<file path="config.mk">
export PLATFORM = sky130hd
export DESIGN_NAME = alu_mc
export DESIGN_NICKNAME = d
export VERILOG_FILES = /design/src/rtl/alu_pkg.sv /design/src/rtl/muldiv_iter.sv /design/src/rtl/alu_mc.sv
export SDC_FILE = /design/constraint.sdc
export NUM_CORES = 1
export LEC_CHECK = 0
export CAP_MARGIN = 20
export CORE_ASPECT_RATIO = 0.9
export CORE_MARGIN = 3
export CORE_UTILIZATION = 45
export CTS_CLUSTER_SIZE = 20
export DETAILED_ROUTE_END_ITERATION = 10
export PLACE_DENSITY_LB_ADDON = 0.08
export SYNTH_ARGS = -nofsm -noshare
export SYNTH_HDL_FRONTEND = slang
export SYNTH_SLANG_ARGS = --single-unit
</file>
<file path="constraint.sdc">
create_clock -name clk -period 5.8 [get_ports clk]
set_clock_uncertainty 0.2 [all_clocks]
set_input_delay 1.16 -clock clk [delete_from_list [all_inputs] [get_ports clk]]
set_output_delay 1.16 -clock clk [all_outputs]
set_load 0.01 [all_outputs]
</file>
<file path="src/rtl/alu_pkg.sv">
// alu_pkg: opcodes, FSM states and op-class helpers shared by the multi-cycle ALU.
package alu_pkg;

    localparam logic [4:0] ALU_ADD   = 5'b00000;
    localparam logic [4:0] ALU_SUB   = 5'b00001;
    localparam logic [4:0] ALU_AND   = 5'b00010;
    localparam logic [4:0] ALU_OR    = 5'b00011;
    localparam logic [4:0] ALU_XOR   = 5'b00100;
    localparam logic [4:0] ALU_SLL   = 5'b00101;
    localparam logic [4:0] ALU_SRL   = 5'b00110;
    localparam logic [4:0] ALU_NOR   = 5'b00111;
    localparam logic [4:0] ALU_LT    = 5'b01000;
    localparam logic [4:0] ALU_LE    = 5'b01001;
    localparam logic [4:0] ALU_NE    = 5'b01010;
    localparam logic [4:0] ALU_EQ    = 5'b01011;
    localparam logic [4:0] ALU_GT    = 5'b01100;
    localparam logic [4:0] ALU_GE    = 5'b01101;
    localparam logic [4:0] ALU_SRA   = 5'b01110;
    localparam logic [4:0] ALU_MUL   = 5'b10000;
    localparam logic [4:0] ALU_MULHU = 5'b10001;
    localparam logic [4:0] ALU_DIVU  = 5'b10010;
    localparam logic [4:0] ALU_REMU  = 5'b10011;

    typedef enum logic [1:0] {S_IDLE, S_BUSY, S_DONE} state_e;

    function automatic logic is_muldiv(input logic [4:0] op);
        return op[4:2] == 3'b100;
    endfunction

    function automatic logic is_cmp(input logic [4:0] op);
        return op inside {ALU_LT, ALU_LE, ALU_NE, ALU_EQ, ALU_GT, ALU_GE};
    endfunction

endpackage

</file>
<file path="src/rtl/muldiv_iter.sv">
// muldiv_iter: one-bit-per-cycle unsigned shift-add multiplier / restoring divider on a shared accumulator.
module muldiv_iter #(
    parameter int WIDTH = 32
) (
    input  logic             clk,
    input  logic             rst,
    input  logic             start,
    input  logic [1:0]       op,
    input  logic [WIDTH-1:0] a,
    input  logic [WIDTH-1:0] b,
    output logic             done,
    output logic [WIDTH-1:0] result
);
    localparam int CW = $clog2(WIDTH + 1);

    logic [2*WIDTH-1:0] acc_q, acc_d;
    logic [WIDTH-1:0]   b_q;
    logic               div_q, hi_q;
    logic [CW-1:0]      cnt_q;
    logic [WIDTH:0]     sum;
    logic [2*WIDTH:0]   sh;

    // Mul: acc = {partial, multiplier}; div: acc = {remainder, quotient}. A zero divisor
    // always "fits", which naturally yields all-ones quotient and remainder = a.
    always_comb begin
        sum   = {1'b0, acc_q[2*WIDTH-1:WIDTH]} + {1'b0, b_q};
        sh    = {acc_q, 1'b0};
        acc_d = div_q ? ((sh[2*WIDTH:WIDTH] >= {1'b0, b_q})
                         ? {sh[2*WIDTH-1:WIDTH] - b_q, sh[WIDTH-1:1], 1'b1} : sh[2*WIDTH-1:0])
                      : (acc_q[0] ? {sum, acc_q[WIDTH-1:1]} : {1'b0, acc_q[2*WIDTH-1:1]});
    end

    // The final step's result is presented combinationally so the caller can register it
    // on the same edge, giving WIDTH+1 cycles from accept to result.
    assign done   = cnt_q == CW'(1);
    assign result = hi_q ? acc_d[2*WIDTH-1:WIDTH] : acc_d[WIDTH-1:0];

    always_ff @(posedge clk or posedge rst) begin
        if (rst) begin
            acc_q <= '0;
            b_q   <= '0;
            div_q <= 1'b0;
            hi_q  <= 1'b0;
            cnt_q <= '0;
        end else if (start) begin
            acc_q <= {{WIDTH{1'b0}}, a};
            b_q   <= b;
            div_q <= op[1];
            hi_q  <= op[0];
            cnt_q <= CW'(WIDTH);
        end else if (cnt_q != '0) begin
            acc_q <= acc_d;
            cnt_q <= cnt_q - CW'(1);
        end
    end

endmodule

</file>
<file path="src/rtl/alu_mc.sv">
// alu_mc: multi-cycle ALU with single-cycle ALU/compare ops and iterative mul/div behind valid/ready.
module alu_mc
    import alu_pkg::*;
#(
    parameter int WIDTH         = 32,
    parameter bit ENABLE_MULDIV = 1'b1
) (
    input  logic             clk,
    input  logic             rst,
    input  logic             in_valid,
    output logic             in_ready,
    input  logic [4:0]       in_op,
    input  logic [WIDTH-1:0] in_a,
    input  logic [WIDTH-1:0] in_b,
    output logic             out_valid,
    input  logic             out_ready,
    output logic [WIDTH-1:0] out_result,
    output logic             out_cond,
    output logic             out_zero,
    output logic             out_err,
    output logic             busy
);
    localparam int SHW = $clog2(WIDTH);

    state_e           state_q;
    logic [WIDTH-1:0] result_q, res_d, md_result;
    logic             valid_q, cond_q, err_q, zero_q;
    logic             cond_d, err_d, md_op, md_start, md_done, accept;
    logic [SHW-1:0]   shamt;

    assign shamt    = in_b[SHW-1:0];
    assign in_ready = (state_q == S_IDLE) || (state_q == S_DONE && out_ready);
    assign accept   = in_valid && in_ready;
    assign md_op    = ENABLE_MULDIV && is_muldiv(in_op);
    assign md_start = accept && md_op;

    assign out_valid  = valid_q;
    assign out_result = result_q;
    assign out_cond   = cond_q;
    assign out_zero   = zero_q;
    assign out_err    = err_q;
    assign busy       = state_q == S_BUSY;

    always_comb begin
        res_d  = '0;
        cond_d = 1'b0;
        err_d  = 1'b0;
        case (in_op)
            ALU_ADD: res_d = in_a + in_b;
            ALU_SUB: res_d = in_a - in_b;
            ALU_AND: res_d = in_a & in_b;
            ALU_OR:  res_d = in_a | in_b;
            ALU_XOR: res_d = in_a ^ in_b;
            ALU_SLL: res_d = in_a << shamt;
            ALU_SRL: res_d = in_a >> shamt;
            ALU_NOR: res_d = ~(in_a | in_b);
            ALU_SRA: res_d = $signed(in_a) >>> shamt;
            ALU_LT:  cond_d = in_a < in_b;
            ALU_LE:  cond_d = in_a <= in_b;
            ALU_NE:  cond_d = in_a != in_b;
            ALU_EQ:  cond_d = in_a == in_b;
            ALU_GT:  cond_d = in_a > in_b;
            ALU_GE:  cond_d = in_a >= in_b;
            default: err_d = 1'b1;
        endcase
        if (is_cmp(in_op)) res_d = {{(WIDTH-1){1'b0}}, cond_d};
    end

    if (ENABLE_MULDIV) begin : g_md
        muldiv_iter #(.WIDTH(WIDTH)) u_md (
            .clk    (clk),
            .rst    (rst),
            .start  (md_start),
            .op     (in_op[1:0]),
            .a      (in_a),
            .b      (in_b),
            .done   (md_done),
            .result (md_result)
        );
    end else begin : g_no_md
        assign md_done   = 1'b0;
        assign md_result = '0;
    end

    always_ff @(posedge clk or posedge rst) begin
        if (rst) begin
            state_q  <= S_IDLE;
            valid_q  <= 1'b0;
            result_q <= '0;
            cond_q   <= 1'b0;
            err_q    <= 1'b0;
            zero_q   <= 1'b1;
        end else if (accept && !md_op) begin
            state_q  <= S_DONE;
            valid_q  <= 1'b1;
            result_q <= res_d;
            cond_q   <= cond_d;
            err_q    <= err_d;
            zero_q   <= res_d == '0;
        end else if (accept) begin
            state_q  <= S_BUSY;
            valid_q  <= 1'b0;
        end else if (state_q == S_BUSY && md_done) begin
            state_q  <= S_DONE;
            valid_q  <= 1'b1;
            result_q <= md_result;
            cond_q   <= 1'b0;
            err_q    <= 1'b0;
            zero_q   <= md_result == '0;
        end else if (state_q == S_DONE && out_ready) begin
            state_q  <= S_IDLE;
            valid_q  <= 1'b0;
        end
    end

endmodule

</file>
## After elaboration in Yosys (flattened, before gate mapping)

Index checks and enable logic that the tools add are counted.

- Register bits: 142
- Output and inout port bits: 38
- Logic and storage cells: 97

- Add/subtract/negate cells: 5
- Order comparisons: 5
- Equality and inequality tests: 21
- Shift operators: 3
- Muxes and demuxes: 30
- Bitwise operators: 4
- Reductions and logical operators: 18

Operators with widths:

| cell | number |
|---|---|
| 64-bit two-way mux | 5 |
| 32-bit one-hot mux with 9 select lines | 1 |
| 32-bit two-way mux | 5 |
| 32-bit zero test | 2 |
| 32-bit subtractor | 2 |
| 5-bit by 4-bit equality test with 1-bit output, second input constant | 7 |
| 32-bit by 32-bit adder with 33-bit output | 1 |
| 33-bit by 32-bit greater-or-equal comparator with 1-bit output | 1 |
| 32-bit adder | 1 |
| 32-bit bitwise AND | 1 |
| 32-bit equality test | 1 |
| 32-bit greater-or-equal comparator | 1 |
| 32-bit greater-than comparator | 1 |
| 32-bit less-or-equal comparator | 1 |
| 32-bit less-than comparator | 1 |
| 32-bit != test | 1 |
| 32-bit NOT | 1 |
| 32-bit OR | 1 |
| 32-bit by 5-bit << shifter with 32-bit output | 1 |
| 32-bit by 5-bit right shift with 32-bit output | 1 |
| 32-bit by 5-bit >>> shifter with 32-bit output | 1 |
| 32-bit bitwise XOR | 1 |
| 5-bit by 3-bit equality test with 1-bit output, second input constant | 4 |
| 15-bit OR reduction | 1 |
| 21 further kinds | 43 |

## Longest topological paths before layout

- Depth after elaboration: 8
- Mapped depth: 19
- Gate-level depth less buffers: 16

## Cells and area by module

A second synthesis with hierarchy kept.

- Cells, all modules: 2805
- Area total of the unflattened synthesis: 20907.6 µm²

Modules (own cells, without submodules):

| module | instances | cells each | area each (µm²) | sequential area each (µm²) |
|---|---|---|---|---|
| alu_mc | 1 | 1584 | 11419.7 | 927.1 |
| muldiv_iter | 1 | 1221 | 9487.8 | 2602.5 |

## Worst setup path after synthesis

Ideal clock, no wire load.

- Kind: input -> register
- Start point: input in_b[2]
- End point: register zero_q (netlist: out_zero)
- Data arrival time: 5111 ps
- Setup slack: 427 ps
- Stages on the path: 19
- Buffers on the path: 5
- Cell sequence: buf_2 -> buf_2 -> inv_1 -> clkbuf_1 -> clkbuf_1 -> ha_1 -> buf_2 -> or2_2 -> a2111oi_2 -> o21a_1 -> a211oi_1 -> o21ai_1 -> a21oi_1 -> o311ai_0 -> xnor2_1 -> a211o_1 -> nor4_1 -> a41oi_1 -> nand2_1

- Cells in the longest elaborated chain, start to end: 6
- Elaborated cells between the ends (all ways): 20
- Classes of those cells: add/sub (2); order compare (4); eq/ne (2); shift (3); mux (4); bitwise (4); reduce/logical (1)

RTL lines:

| element | RTL line | text |
|---|---|---|
| start: declaration | alu_mc.sv:14 | `input logic [WIDTH-1:0] in_b,` |
| branches (longest 3 deep; another with 32-bit subtractor) | n/a |  |
| 32-bit two-way mux (*) | alu_mc.sv:66 | `if (is_cmp(in_op)) res_d = {{(WIDTH-1){1'b0}}, cond_d};` |
| 32-bit zero test (*) | alu_mc.sv:99 | `zero_q <= res_d == '0;` |
| 1-bit two-way mux (*) | alu_mc.sv:93 | `end else if (accept && !md_op) begin` |
| end signal: assignment | alu_mc.sv:92 | `zero_q <= 1'b1;` |
| end signal: assignment | alu_mc.sv:99 |  |
| end signal: assignment | alu_mc.sv:109 | `zero_q <= md_result == '0;` |
| end: declaration | alu_mc.sv:27 | `logic valid_q, cond_q, err_q, zero_q;` |

Every way passes the cells marked *.
A chain may end at the register's enable or synchronous reset.

## Final worst setup path

- Start point: input in_a[8]
- End point: register result_q[31] (netlist: out_result[31])

- Cells in the longest elaborated chain, start to end: 4
- Elaborated cells between the ends (all ways): 8
- Classes of those cells: add/sub (2); shift (3); mux (3)

RTL lines:

| element | RTL line | text |
|---|---|---|
| start: declaration | alu_mc.sv:13 | `input logic [WIDTH-1:0] in_a,` |
| 32-bit subtractor, or another cell as far along | alu_mc.sv:50 | `ALU_SUB: res_d = in_a - in_b;` |
| 32-bit one-hot mux with 9 select lines (*) | alu_mc.sv:48 | `case (in_op)` |
| 32-bit two-way mux (*) | alu_mc.sv:66 |  |
| 32-bit two-way mux (*) | alu_mc.sv:93 |  |
| end signal: assignment | alu_mc.sv:96 | `result_q <= res_d;` |
| end signal: assignment | alu_mc.sv:106 | `result_q <= md_result;` |
| end: declaration | alu_mc.sv:26 | `logic [WIDTH-1:0] result_q, res_d, md_result;` |

Mark *: on every way between the ends. The rest lies on a longest branch, timed or not.

==> results.md <==
- Initial antenna violation count: 5
- TNS Setup: 0 ns
- R2R Setup Slk: 0.61 ns
- Final Worst Setup Slack: between 0.3 and 0.4 ns
- CP required: 5.94 ns
- CTS root buf: clkbuf_16
- Initial DRC Count: around 3,200
- Status: complete, no violations
- Cell Rows: 75
- Initial Util: 45.98%
- Met2 Track Usage GR: 62.05%
- Vias per cell: 6.820
- Worst Setup End Kind: flip-flop
- Final instance area: 25,180 sq um
- CP max FO: 11
- Finished Core Util: 53.45%
- Synth warn: 0
- Grt ovf: 0
- Vias: 25,060
- Met3 usage: between 6 and 7%
- Worst hold slack: 0.2897 ns
- Floorplan core area: 47,110 sq um
- Die Y: 214.1 um
- Worst setup path start: in_a[8]
- Placed inst area: between 20,000 and 25,000 sq um
- Multi-input gate area: about 17,000 sq um
- Data arrival, critical path: 5.63 ns
- WS Path Type: in2reg
- WL final: 105,600 um
- Post-synthesis instance total: ~2,900
- Worst hold path type: reg2reg
- Share of the synthesized area in the top cell type: about 16%
- Yosys reg bits: 141
- Post-detail-place hpwl: 85,100 um
- Synth area leader: dfrtp_1
- Place WS: 0.03740 ns
- Setup crit end: out_result[31]
- Synth cell types: 90
- Wire length per cell after detailed routing: 28.75 um
- R2r startpoint: g_md.u_md.b_q[6]
- Top FF cell, synth: dfrtp_1
- RePlAce Congestion: ~1.1
- Synth area leaders: dfrtp_1, ha_1, mux4_2
- Cells on worst reg2reg path: 17
- Avg Cell Area, Syn: approximately 7.5 sq um
- Layout cells sized above 1: between 10% and 20%
- GRT Total Usage: 40.24%
- DRC viols: 0
- Post-synthesis sequential area ratio: 16.30%
- Post-CTS Hold Buffers: 0
- Sink Count: 141
- Setup violators final: 0
- CTS Buf Count: 17
- Reg clk slew, reported paths: 0.07 ns
- Clk buf depth: 2
- Global-route wire length before repair: 155,400 um
- Fmax: 182.4 MHz
- Busiest grt layer: met2
- # nets final: 3,285
- Layout Cells excl Fill: 3,674
- CTS tree: done
- Port bufs: 110
- Post-CTS Resized: 0
- Vias in the first global route: 23,630
- Leakage: 10.64 nW
- Reg area: about 3500 sq um
- DRT Pass-1 Iters: 7
- RR Endpoint: out_zero
- Met1 GRT Util: approximately 55%
- Die area: 50,810 sq um
- Slew @ Worst Pin: 1.101 ns
- Setup Fix Bufs, Post-CTS: 0
- Unrepaired setup endpoints after global routing: false
- Largest net degree at the start of global routing: between 100 and 150
- Post-synth EDFFs: 0
- Layout area overhead: 16.24%
- Max-slew headroom: 26.31%
- ANT nets after route: 0
- Filler Cell Count: 4,676
- Final min period: 5.483 ns
- MaxCap Viol Count: 0
- Fin. Hold Viols: 0
- Slew Viols, Final: 0
- Async S/R FF share, synth: 100.0%
- Period utilization: 94.54%
- # placed instances: 3,639
- Mapped Area: 21,660 sq um
- PD cells: 134.0 nW/um^2
- Die W: 237.3 um
- Startpoint types: input port
- Tot Pwr: 3.374 mW
- Worst skew pair latency: between 0.4 and 0.5 ns
- Ports: 111
- CTS H-tree depth: 4
- Synthesized net count: 3,144
- Peak supply drop: 0.2129 mV
[cell families after synthesis]
family                   share of synthesized area, %
AO/OA/AOI/OAI                                   30.45
XOR/XNOR                                        2.588
adder cells (fa/ha/maj)                         9.843
buffers and inverters                           6.960
flip-flops                                      16.30
multiplexers                                    13.05
AND/OR/NAND/NOR                                 20.81
[cell usage after synthesis, types with 21 or more instances]
cell type  number
a221oi_1       26
a211oi_1       56
o21ai_0       209
o31ai_1        21
buf_1          26
ha_1          164
inv_1         145
a21oi_1       226
nand3_1        66
mux2_2         32
nand2_1       344
nor2_1        231
nor2b_1        29
nor4_1         21
o211ai_1       87
buf_2          29
a21o_1         48
mux4_2         65
nor3_1         80
or3_1          26
o21a_1         28
dfrtp_1       140
mux2i_1        95
xor2_1         23
xnor2_1        41
nand2b_1       38
clkbuf_1      173
a31oi_1        51
nand4_1        40
[per-layer routing]
layer / routed length [um] / part of all wire, %
met5: 27 / 0.026
met2: 46010 / 44
met3: 9415 / 8.9
met4: 5919 / 5.6
met1: 44260 / 42
[flip-flops by register name, summed over array words and instances, names as in the netlist]
register	count
g_md.u_md.acc_q	64
g_md.u_md.b_q	32
out_result	32
g_md.u_md.cnt_q	6
state_q	2
g_md.u_md.div_q	1
g_md.u_md.hi_q	1
out_cond	1
out_err	1
out_zero	1
[critical path: stages]
cell,delay (ns)
clkdlybuf4s50_1,0.64
inv_1,0.11
ha_1,0.51
a21oi_1,0.13
o21ai_0,0.45
a21oi_1,0.18
a31oi_1,0.53
a41o_1,0.32
a41oi_1,0.22
o21ai_0,0.30
o2111ai_1,0.17
nor4b_1,0.18
a311oi_1,0.32
buf_4,0.17
o211ai_1,0.08
o21a_1,0.14
[worst min-delay path by stage]
stage	startpoint	to	slack [ns]	cells after the start
3_5_place_dp	out_result[26]	out_result[26]	0.27	1
6_report	out_result[4]	out_result[4]	0.29	1
4_1_cts	out_result[4]	out_result[4]	0.29	1
5_1_grt	out_result[31]	out_result[31]	0.32	1
3_3_place_gp	out_result[4]	out_result[4]	0.26	1
2_1_floorplan	g_md.u_md.b_q[10]	g_md.u_md.b_q[10]	0.28	2
[where the power goes]
part           switching, mW  internal [mW]
clock                  0.504          0.656
combinational          0.747          0.485
sequential                 0          0.983
[placed cells by master, fill, tap and decap left out, drive strengths merged, types with 41 or more instances in the layout]
cell / instances
nand2: 344
buf: 251
nor2: 231
a21oi: 226
o21ai: 212
ha: 164
inv: 152
dfrtp: 140
clkdlybuf4s50: 105
mux2i: 95
o211ai: 87
nor3: 80
mux4: 67
nand3: 66
a211oi: 56
a31oi: 51
a21o: 48
xnor2: 41
[area by class of cell]
class | count | share of cell area, %
clock inverters | 13 | 0.6112
flip-flops and latches | 141 | 14.03
clock buffers | 19 | 1.759
repair buffers | 356 | 12.08
well taps | 616 | 3.061
diodes | 1 | 0.009939
multi-input cells | 2379 | 66.21
inverters | 149 | 2.241
Power figures use the tool's default switching activity.
